**src/rtl/cache_mem_arbiter_pkg.sv**
```systemverilog
// Shared encodings for the I/D memory-port arbiter: FSM states and grant sides.
package cache_mem_arbiter_pkg;

    typedef enum logic [1:0] {
        ARB_IDLE  = 2'd0,
        ARB_ISSUE = 2'd1,
        ARB_WAIT  = 2'd2
    } arb_state_t;

    localparam logic GRANT_I = 1'b0;
    localparam logic GRANT_D = 1'b1;

    function automatic logic other_side(input logic side);
        return ~side;
    endfunction

endpackage

```
**src/rtl/cache_mem_arbiter_arb_rr2.sv**
```systemverilog
// Two-input round-robin picker: a lone requester wins, a tie goes to the side
// that was not granted last.
module arb_rr2
    import cache_mem_arbiter_pkg::*;
(
    input  logic req_i,
    input  logic req_d,
    input  logic last_grant,
    output logic grant,
    output logic any
);

    always_comb begin
        any   = req_i | req_d;
        grant = GRANT_I;
        if (req_i && req_d) begin
            grant = other_side(last_grant);
        end else if (req_d) begin
            grant = GRANT_D;
        end
    end

endmodule

```
**src/rtl/cache_mem_arbiter.sv**
```systemverilog
// Shares one memory port between the I-side (read-only) and D-side requesters,
// one transaction at a time, with a sticky watchdog for a silent memory.
module cache_mem_arbiter
    import cache_mem_arbiter_pkg::*;
#(
    parameter int AWIDTH    = 32,
    parameter int DWIDTH    = 32,
    parameter int MASKW     = DWIDTH / 8,
    parameter int TO_CYCLES = 255
)(
    input  logic              clk,
    input  logic              reset,
    input  logic              i_req,
    input  logic [AWIDTH-1:0] i_addr,
    output logic              i_resp_valid,
    output logic [DWIDTH-1:0] i_rdata,
    input  logic              d_req,
    input  logic [AWIDTH-1:0] d_addr,
    input  logic [MASKW-1:0]  d_we,
    input  logic [DWIDTH-1:0] d_wdata,
    output logic              d_resp_valid,
    output logic [DWIDTH-1:0] d_rdata,
    output logic              mem_req_valid,
    input  logic              mem_req_ready,
    output logic [AWIDTH-1:0] mem_addr,
    output logic [MASKW-1:0]  mem_we,
    output logic [DWIDTH-1:0] mem_wdata,
    input  logic              mem_resp_valid,
    input  logic [DWIDTH-1:0] mem_resp_data,
    output logic              stall,
    output logic              timeout_err
);

    localparam int WD_W = $clog2(TO_CYCLES + 1);
    localparam logic [WD_W-1:0] WD_LAST = WD_W'(TO_CYCLES - 1);

    arb_state_t        state_reg, state_next;
    logic              grant_reg, grant_next;
    logic              last_grant_reg, last_grant_next;
    logic [AWIDTH-1:0] addr_reg, addr_next;
    logic [MASKW-1:0]  we_reg, we_next;
    logic [DWIDTH-1:0] wdata_reg, wdata_next;
    logic [WD_W-1:0]   watchdog_reg, watchdog_next;
    logic              timeout_err_reg, timeout_err_next;

    logic              rr_grant;
    logic              rr_any;
    logic              pulse_busy;
    logic              done;
    logic [DWIDTH-1:0] done_data;

    arb_rr2 u_arb (
        .req_i      (i_req),
        .req_d      (d_req),
        .last_grant (last_grant_reg),
        .grant      (rr_grant),
        .any        (rr_any)
    );

    // The cycle carrying a response pulse is never used to arbitrate, so a
    // held req is only seen as a new request in the following IDLE cycle.
    assign pulse_busy = i_resp_valid | d_resp_valid;

    always_comb begin
        state_next       = state_reg;
        grant_next       = grant_reg;
        last_grant_next  = last_grant_reg;
        addr_next        = addr_reg;
        we_next          = we_reg;
        wdata_next       = wdata_reg;
        watchdog_next    = watchdog_reg;
        timeout_err_next = timeout_err_reg;
        mem_req_valid    = 1'b0;
        done             = 1'b0;
        done_data        = '0;
        case (state_reg)
            ARB_IDLE: begin
                if (rr_any && !pulse_busy) begin
                    grant_next = rr_grant;
                    state_next = ARB_ISSUE;
                    if (rr_grant == GRANT_D) begin
                        addr_next  = d_addr;
                        we_next    = d_we;
                        wdata_next = d_wdata;
                    end else begin
                        addr_next  = i_addr;
                        we_next    = '0;
                        wdata_next = '0;
                    end
                end
            end
            ARB_ISSUE: begin
                mem_req_valid = 1'b1;
                if (mem_req_ready) begin
                    state_next    = ARB_WAIT;
                    watchdog_next = '0;
                end
            end
            ARB_WAIT: begin
                watchdog_next = watchdog_reg + 1'b1;
                if (mem_resp_valid) begin
                    done            = 1'b1;
                    done_data       = mem_resp_data;
                    last_grant_next = grant_reg;
                    state_next      = ARB_IDLE;
                end else if (watchdog_reg == WD_LAST) begin
                    // Release the requester with zero data rather than hang the core.
                    done             = 1'b1;
                    timeout_err_next = 1'b1;
                    last_grant_next  = grant_reg;
                    state_next       = ARB_IDLE;
                end
            end
            default: state_next = ARB_IDLE;
        endcase
    end

    always_ff @(posedge clk) begin
        if (reset) begin
            state_reg       <= ARB_IDLE;
            grant_reg       <= GRANT_I;
            last_grant_reg  <= GRANT_I;
            addr_reg        <= '0;
            we_reg          <= '0;
            wdata_reg       <= '0;
            watchdog_reg    <= '0;
            timeout_err_reg <= 1'b0;
        end else begin
            state_reg       <= state_next;
            grant_reg       <= grant_next;
            last_grant_reg  <= last_grant_next;
            addr_reg        <= addr_next;
            we_reg          <= we_next;
            wdata_reg       <= wdata_next;
            watchdog_reg    <= watchdog_next;
            timeout_err_reg <= timeout_err_next;
        end
    end

    // One response channel per side; index 0 is GRANT_I, index 1 is GRANT_D.
    genvar gi;
    generate
        for (gi = 0; gi < 2; gi++) begin : g_side
            localparam logic SIDE = 1'(gi);
            logic              hit;
            logic              resp_valid_reg;
            logic [DWIDTH-1:0] rdata_reg;

            assign hit = done && (grant_reg == SIDE);

            always_ff @(posedge clk) begin
                if (reset) begin
                    resp_valid_reg <= 1'b0;
                    rdata_reg      <= '0;
                end else begin
                    resp_valid_reg <= hit;
                    if (hit) begin
                        rdata_reg <= done_data;
                    end
                end
            end
        end
    endgenerate

    assign i_resp_valid = g_side[0].resp_valid_reg;
    assign i_rdata      = g_side[0].rdata_reg;
    assign d_resp_valid = g_side[1].resp_valid_reg;
    assign d_rdata      = g_side[1].rdata_reg;

    assign mem_addr    = addr_reg;
    assign mem_we      = we_reg;
    assign mem_wdata   = wdata_reg;
    assign timeout_err = timeout_err_reg;
    assign stall       = (i_req & ~i_resp_valid) | (d_req & ~d_resp_valid);

endmodule

```
**config.mk**
```make
export PLATFORM = sky130hd
export DESIGN_NAME = cache_mem_arbiter
export DESIGN_NICKNAME = d
export VERILOG_FILES = /design/src/rtl/cache_mem_arbiter_pkg.sv /design/src/rtl/cache_mem_arbiter_arb_rr2.sv /design/src/rtl/cache_mem_arbiter.sv
export SDC_FILE = /design/constraint.sdc
export NUM_CORES = 1
export LEC_CHECK = 0
export BUFFER_PORTS_ARGS = -buffer_cell sky130_fd_sc_hd__buf_2
export CAP_MARGIN = 20
export CORE_MARGIN = 4
export CORE_UTILIZATION = 38
export CTS_CLUSTER_DIAMETER = 50
export DETAILED_ROUTE_END_ITERATION = 12
export PLACE_DENSITY = 0.71
export SLEW_MARGIN = 5
export SYNTH_ARGS = -nofsm -noshare
export SYNTH_HDL_FRONTEND = slang
export SYNTH_SLANG_ARGS = --single-unit
```
**constraint.sdc**
```tcl
create_clock -name clk -period 2 [get_ports clk]
set_clock_uncertainty 0.15 [all_clocks]
set_input_delay 0.2 -clock clk [delete_from_list [all_inputs] [get_ports clk]]
set_output_delay 0.2 -clock clk [all_outputs]
set_load 0.005 [all_outputs]
```
# Word level (Yosys, flattened, before mapping)
# Cells that the tools add are included.
# classes
n_lt_le_gt_ge	0
n_reduce_logical	13
n_bitwise	10
n_eq_ne	6
n_div	0
multipliers	0
n_mux	20
n_addsub	1
shifts	0
# op_table
op	n
$mux W32	4
$pmux W8 S2	1
$add A8 B1 Y8 const B	1
$eq A8 B8 Y1 const B	1
$mux W1	8
$mux W2	4
$mux W8	1
$pmux W2 S3	1
$reduce_and A2 Y1	3
$reduce_and A3 Y1	2
$not A1 Y1	5
$logic_and A1 B1 Y1	4
$mux W4	1
$ne A2 B2 Y1 const B	2
$reduce_bool A2 Y1	2
$ne A3 B3 Y1 const B	1
$or A1 B1 Y1	3
$and A1 B1 Y1	2
$eq A2 B1 Y1 const B	1
$eq A2 B2 Y1 const B	1
$logic_not A2 Y1	1
$logic_not A1 Y1	1
# totals
word_cells	62
ff_bits	147
input_bits	138
latch_bits	0
ramBits	0
mem_count	0
output_inout_bits	137
mem_bits_ro	0

# Depth between registers and ports, before layout
# Gate-level depths: netlist (run 1).
# depth
depth_word	5
depth_mapped	7
ltp_nobuf	5

# By module
# A second synthesis (run 1) with hierarchy kept.
# unflattened
cells_unflattened	711
area_unflattened_um2	6429.9
# by_module_without_submodules
module	instances	cells_each	area_each_um2	seq_area_each_um2
cache_mem_arbiter	1	709	6416.2	2942.8
arb_rr2	1	2	13.8	0.0

# Worst setup path before layout (run 1)
# Ideal clock, no wire load.
# synth_path
path_kind	flip-flop to flip-flop
startpoint	register state_reg[1]
endpoint	register addr_reg[10] (netlist: mem_addr[10])
required_ns	1.717
t_arrival_ns	1.428
stages_incl_launch_ff	6
setup_slack_ns	0.289
setup_ns	0.133
path_buffers	2
cell_sequence	dfxtp_1 > or4_1 > buf_2 > nor2_4 > buf_4 > a311oi_1
# synth_between
elab_chain_cells	2
# synth_lines
element	line_no	rtl
start, declared	cache_mem_arbiter.sv:37	arb_state_t state_reg, state_next;
start signal, assigned	cache_mem_arbiter.sv:129	state_reg <= state_next;
$logic_not A2 Y1	cache_mem_arbiter.sv:76	case (state_reg)
$reduce_and A2 Y1 (no source line)	n/a	
end signal, assigned	cache_mem_arbiter.sv:132	addr_reg <= addr_next;
end, declared	cache_mem_arbiter.sv:40	logic [AWIDTH-1:0] addr_reg, addr_next;
# Every way passes these cells.
# A chain may end at the register's enable or synchronous reset.

# Worst setup path after layout (run 1)
# layout_path
startpoint	register state_reg[1]
endpoint	register addr_reg[5] (netlist: mem_addr[5])
# The elaborated chain is that of the path after synthesis.

==> summary.md, run 1 <==
| Metric | Value |
|---|---|
| TritonCTS Sinks | 147 |
| HPWL after DPL | 13.3 mm |
| Initial Util | 39.3% |
| Family with the most delay on the worst path | buffers and inverters |
| Post-route antenna net violation count | 0 |
| Core footprint | 16,100 sq um |
| DRC viols | 0 |
| Fraction of layout cells with a size suffix above 1 | 30.2% |
| Area grow syn2layout | 55.9% |
| Global-route wire length before repair | 35.6 mm |
| Min-Delay Path Class | in -> reg |
| Sequential-to-total area share from yosys stat | 46.6% |
| Site row count | 46 |
| Die height | 137 microns |
| Post-synth EDFFs | 0 |
| Maxcap violations | 0 |
| Total die area | 18,700 sq um |
| Vias | 7,482 |
| Post-synthesis area per instance | 8.49 sq um |
| Critical path cell sequence | buf_4 > nor4_4 > buf_12 > a21oi_1 > a311oi_1 |
| Yosys reg bits | 147 |
| Post-Syn Area | 6310 sq um |
| Crit. End Element | register |
| DRT iter0 DRCs | 503 |
| Tot Pwr | 7.52 mW |
| Drt total wl | 22.8 mm |
| Vias/cell | 5.59 |
| Async S/R FF share, synth | 0% |
| Final GP Congestion | 0.823 |
| Drt pass-1 iters | 5 |
| Overall Global Routing Usage | 23.5% |
| Power per cell area | 765 nW/um^2 |
| TritonCTS clock tree | built |
| Crit-path slowest cell | nor4_4 |
| Fin. Hold Viols | 0 |
| WL/cell | 17.0 microns |
| CTS clock-pin slew for the worst setup and hold paths | 50 ps |
| Clk Latency, worst-skew pair | 410 ps |
| Synth unique cells | 47 |
| Nets | 1,247 |
| Mapped Nets | 883 |
| Final period util | 92.0% |
| Yosys warns | 0 |
| Final Max Tran Viols | 0 |
| Worst Path Max Fanout | 45 |
| Crit Path Category | reg -> reg |
| WP data arrival | 1990 ps |
| Post_cts resized | 0 |
| Maximum vdd drop | 0.595 mV |
| Number of H-tree levels | 4 |
| Setup bufs post-CTS | 0 |
| Final instance area | 9840 sq um |
| Maximum clock path buffer count | 2 |
| Area after DPL | 7920 sq um |
| Most used DFF post-synth | dfxtp_1 |
| DP Worst Slack | 188 ps |
| Worst Tran Pin Value | 805 ps |
| I/O pin count | 275 |
| Num CTS Buffers | 17 |
| Post-CTS Hold Fix Bufs | 134 |
| CP required | 2150 ps |
| Status | finished, final reports clean |
| # setup viols final | 0 |
| Final worst hold slack | 38.1 ps |
| Root Driver | clkbuf_16 |
| Worst setup margin | 160 ps |
| DIE WIDTH | 137 microns |
| GR Overflow Total | 0 |
| Slew HR | 46.4% |
| Synth Instances | 743 |
| CP Launch Type | register |
| Largest net degree at the start of global routing | 75 |
| Post-route setup TNS | 0 ps |
| RSZ-0062 raised after global routing | no |
| Leak | 4.10 nW |
| I/O Buffers | 274 |
| Crit path largest cell delay | 350 ps |
| Initial antenna violation count | 4 |
| Fin crit period | 1840 ps |
| Fmax | 543 MHz |
| Number of global-route vias before repair | 7,109 |
| Bufs and invs on worst path | 2 |
-- placed cells by master, fill, tap and decap left out, types with 8 or more instances in the layout --
master,synthesis,layout
a311oi_1,65,65
clkbuf_16,0,17
nand4_1,37,37
buf_12,0,9
dlygate4sd3_1,0,134
buf_4,4,18
a211oi_1,33,33
nand2_1,98,98
buf_2,19,273
a21oi_1,110,110
o21ai_0,39,39
a31oi_1,65,65
dfxtp_1,147,147
inv_1,8,8
-- logic make-up (layout without fill, tap and decap cells) --
| logic type | Yosys count | in the layout | share of synthesized area [%] |
|---|---|---|---|
| flip-flops | 147 | 147 | 46.6 |
| AO/OA/AOI/OAI | 326 | 326 | 33.0 |
| AND/OR/NAND/NOR | 171 | 171 | 13.4 |
| other | 0 | 4 | 0 |
| buffers and inverters | 97 | 472 | 6.51 |
| adder cells (fa/ha/maj) | 2 | 2 | 0.397 |
-- through the flow --
step / utilization, % / instances
global placement: 49.3 / 1170
CTS: 61.2 / 1334
global route: 61.3 / 1338
floorplan: - / 743
finish: 61.3 / 1338
detailed placement: 49.3 / 1170
-- area by class of cell --
cell class / instances / area [sq um]
fill: 1326 / 6220
antenna: 4 / 10.0
inverter: 8 / 30.0
tap: 216 / 270
timing repair buffer: 434 / 3020
sequential: 147 / 2940
clock buffer: 22 / 464
multi-input combinational: 499 / 2990
clock inverter: 8 / 105
-- worst reg2reg max path: cells and delay by family, from the launching register on --
family	cells	cell delay (ps)
buffers and inverters	2	440
flip-flops	1	310
AO/OA/AOI/OAI	2	460
AND/OR/NAND/NOR	1	360
-- path summary, 6_finish.rpt --
check	end	from	cells past startpoint	slack, ps
setup reg to reg	mem_addr[5]	state_reg[1]	5	160
setup / recovery	mem_addr[5]	state_reg[1]	5	160
hold reg to reg	timeout_err	timeout_err	2	300
hold / removal	state_reg[1]	mem_resp_valid	4	40
-- per-layer routing --
| metal | vias up | GRT usage, % | share of wire (%) |
|---|---|---|---|
| met3 | 79 | 5.59 | 7.4 |
| met1 | 3475 | 29.1 | 41 |
| met5 | - | 0 | 0 |
| li1 | 3583 | - | - |
| met2 | 345 | 37.1 | 48 |
| met4 | 0 | 13.8 | 4.5 |
-- synth_stat cells (all sizes together) (2+ instances only) --
master   count  area share [%]
ha           2            0.40
and2         2            0.20
buf         29             2.5
a311oi      65             9.0
a211oi      33             3.9
or3          2            0.20
o211ai       2            0.24
a2111oi      2            0.28
nand2       98             5.8
nand4       37             3.7
dfxtp      147              47
or4          2            0.24
inv          8            0.48
a21oi      110             8.7
nor2         4            0.36
nand3b       3            0.36
nand3        5            0.40
o21ai       39             3.1
clkbuf      60             3.6
nor2b        5            0.50
and3         2            0.20
a31oi       65             6.4
nor4         2            0.30
-- power breakdown --
group	leakage (nW)	internal, mW	switching (mW)
clock	0.268	1.89	1.19
combinational	2.63	0.616	0.667
sequential	1.20	3.08	0.0785
No activity file was read; power rests on OpenSTA's default activity.
==> run 2, diff against run 1 <==
--- a/config.mk
+++ b/config.mk
@@ -11,7 +11,7 @@
 export CORE_UTILIZATION = 38
 export CTS_CLUSTER_DIAMETER = 50
 export DETAILED_ROUTE_END_ITERATION = 12
-export PLACE_DENSITY = 0.71
+export PLACE_DENSITY = 0.74
 export SLEW_MARGIN = 5
 export SYNTH_ARGS = -nofsm -noshare
 export SYNTH_HDL_FRONTEND = slang
==> constraint.sdc (replaced) <==
create_clock -name clk -period 1.5 [get_ports clk]
set_clock_uncertainty 0.15 [all_clocks]
set_input_delay 0.15 -clock clk [delete_from_list [all_inputs] [get_ports clk]]
set_output_delay 0.15 -clock clk [all_outputs]
set_load 0.005 [all_outputs]
==> summary.md, run 2 (synthesis results as in run 1) <==
| Metric | Value |
|---|---|
| Drt pass-1 iters | 5 |
| R2r startpoint | state_reg[0] |
| TritonCTS clock tree | built |
| Leak | 4.69 nW |
| Vias/cell | 5.98 |
| Clk Latency, worst-skew pair | 410 ps |
| Final period util | 123% |
| GR Overflow Total | 0 |
| Fin crit period | 1840 ps |
| R2R Setup Slk | -340 ps |
| Initial Util | 39.3% |
| Maximum vdd drop | 0.770 mV |
| WP data arrival | 2000 ps |
| Post-route antenna net violation count | 0 |
| RSZ-0062 raised after global routing | yes |
| FF-to-FF path depth | 6 |
| Drt total wl | 28.4 mm |
| Combinational Power Share | 19.8% |
| Final GP Congestion | 0.817 |
| DIE WIDTH | 137 microns |
| Largest net degree at the start of global routing | 67 |
| Seq pwr share | 39.5% |
| Sw Ratio | 27.0% |
| Nets | 1,300 |
| Hold Path Sink | mem_wdata[7] |
| I/O pin count | 275 |
| Slew HR | 72.1% |
| WL/cell | 20.4 microns |
| Worst setup margin | -342 ps |
| Violated checks | negative setup slack |
| Most common cell after layout, fill and taps aside | buf_2 |
| Final-layout fill cell count | 1,085 |
| CP required | 1660 ps |
| Hold Startpoint | d_req |
| Min-Delay Path Class | in -> reg |
| P_int | 7.80 mW |
| Final Max Tran Viols | 0 |
| Hold path cells | 5 |
| Core footprint | 16,100 sq um |
| Number of global-route vias before repair | 7,372 |
| Site row count | 46 |
| Num CTS Buffers | 17 |
| Tot Pwr | 10.7 mW |
| Crit path largest cell delay | 370 ps |
| Area grow syn2layout | 80.2% |
| # setup viols final | 144 |
| Maximum clock path buffer count | 2 |
| Critical path cell sequence | buf_8 > and4b_4 > clkbuf_16 > buf_6 > a21oi_1 > a311oi_2 |
| R2r endpoint | d_rdata[19] |
| Worst Tran Pin Value | 412 ps |
| HPWL after DPL | 13.7 mm |
| Fraction of layout cells with a size suffix above 1 | 43.0% |
| Most frequent cells in the layout | 272 x buf_2, 140 x dfxtp_1, 135 x dlygate4sd3_1 |
| Global-route wire length before repair | 37.0 mm |
| DRC viols | 0 |
| Number of H-tree levels | 4 |
| Die height | 137 microns |
| I/O Buffers | 274 |
| Final instance area | 11,400 sq um |
| Vias | 8,339 |
| Crit Path Category | reg -> reg |
| Clk pwr share | 40.6% |
| CTS clock-pin slew for the worst setup and hold paths | 60 ps |
| DRT iter0 DRCs | 623 |
| Overall Global Routing Usage | 24.4% |
| TritonCTS Sinks | 147 |
| Fin. Hold Viols | 0 |
| Net Sw Power | 2.88 mW |
| Maxcap violations | 0 |
| Crit-path slowest cell | and4b_4 |
| Total die area | 18,700 sq um |
| Final design utilization | 70.8% |
| Initial antenna violation count | 4 |
| DP Worst Slack | -223 ps |
| Power per cell area | 940 nW/um^2 |
| CP Launch Type | register |
| Post-route setup TNS | -23,660 ps |
| Crit. End Element | register |
| Worst Path Max Fanout | 9 |
| Status | complete, but fails checks |
| Root Driver | clkbuf_16 |
| Fmax | 543 MHz |
| Area after DPL | 8240 sq um |
-- run 2: changes by cell type in the layout (fill, tap and decap cells not counted), moves of 12 or more --
cell / delta
nand2_2: +12
clkbuf_16: +13
nand2_1: -19
o21ai_0: -36
a311oi_2: +21
o21ai_1: +19
buf_6: +14
a311oi_1: -21
o21ai_2: +17
a31oi_1: -18
buf_12: +16
a31oi_2: +13
-- run 2: power groups by stage --
| stage | Combinational (mW) | Sequential [mW] | Clock, mW |
|---|---|---|---|
| final | 2.12 | 4.22 | 4.34 |
| after global routing | 2.27 | 4.24 | 4.56 |
| after CTS | 1.83 | 4.21 | 4.40 |
| after detailed placement | 1.55 | 4.29 | 0 |
| after global placement | 1.53 | 4.28 | 0 |
| after floorplan | 0.767 | 4.30 | 0 |
-- run 2: worst max-delay path, delay by kind of cell (launching register included) --
kind,cells,cell delay (ps)
DFF,1,360
buffers and inverters,3,440
and+or+nand+nor,1,370
AOI/OAI and AO/OA,2,420
-- run 2: worst max-delay path by stage --
| stage | start | end | slack (ps) | depth (start not counted) |
|---|---|---|---|---|
| final | state_reg[0] | d_rdata[19] | -340 | 6 |
| after global routing | state_reg[0] | d_rdata[19] | -340 | 6 |
| after CTS | state_reg[0] | mem_addr[8] | -200 | 4 |
| after detailed placement | state_reg[0] | i_rdata[7] | -220 | 5 |
| after global placement | state_reg[0] | mem_wdata[31] | -150 | 4 |
| after floorplan | d_resp_valid | mem_addr[22] | -140 | 5 |
-- run 2: routing by layer --
metal | up-vias | part of all wire [%] | track usage (%)
li1 | 3699 | - | -
met1 | 4006 | 38 | 29.0
met2 | 514 | 49 | 41.3
met3 | 120 | 9.0 | 6.36
met4 | 0 | 4.5 | 11.0
met5 | - | 0 | 0
-- run 2: area by class of cell --
type                    instances  area, sq um  area share (%)
multi-input cells             499         3590            31.5
well taps                     216          270            2.38
diodes                          5         12.5           0.110
flip-flops and latches        147         2960            26.0
repair buffers                487         3910            34.4
inverters                       8         30.0           0.264
clock buffers                  19          443            3.90
clock inverters                13          158            1.39
-- run 2: what timing repair did --
item	in CTS	in global routing
setup buffers	2	5
endpoints found under the setup margin	142	147
endpoints found under the hold margin	139	0
pin swaps	8	63
gates cloned	0	22
hold buffers	135	0
resized for setup	15	142
-- run 2: through the flow --
step	hold slack (ps)	std cells
2_1_floorplan	153	743
3_3_place_gp	262	1193
3_5_place_dp	272	1193
4_1_cts	174	1362
5_1_grt	221	1393
6_report	193	1394
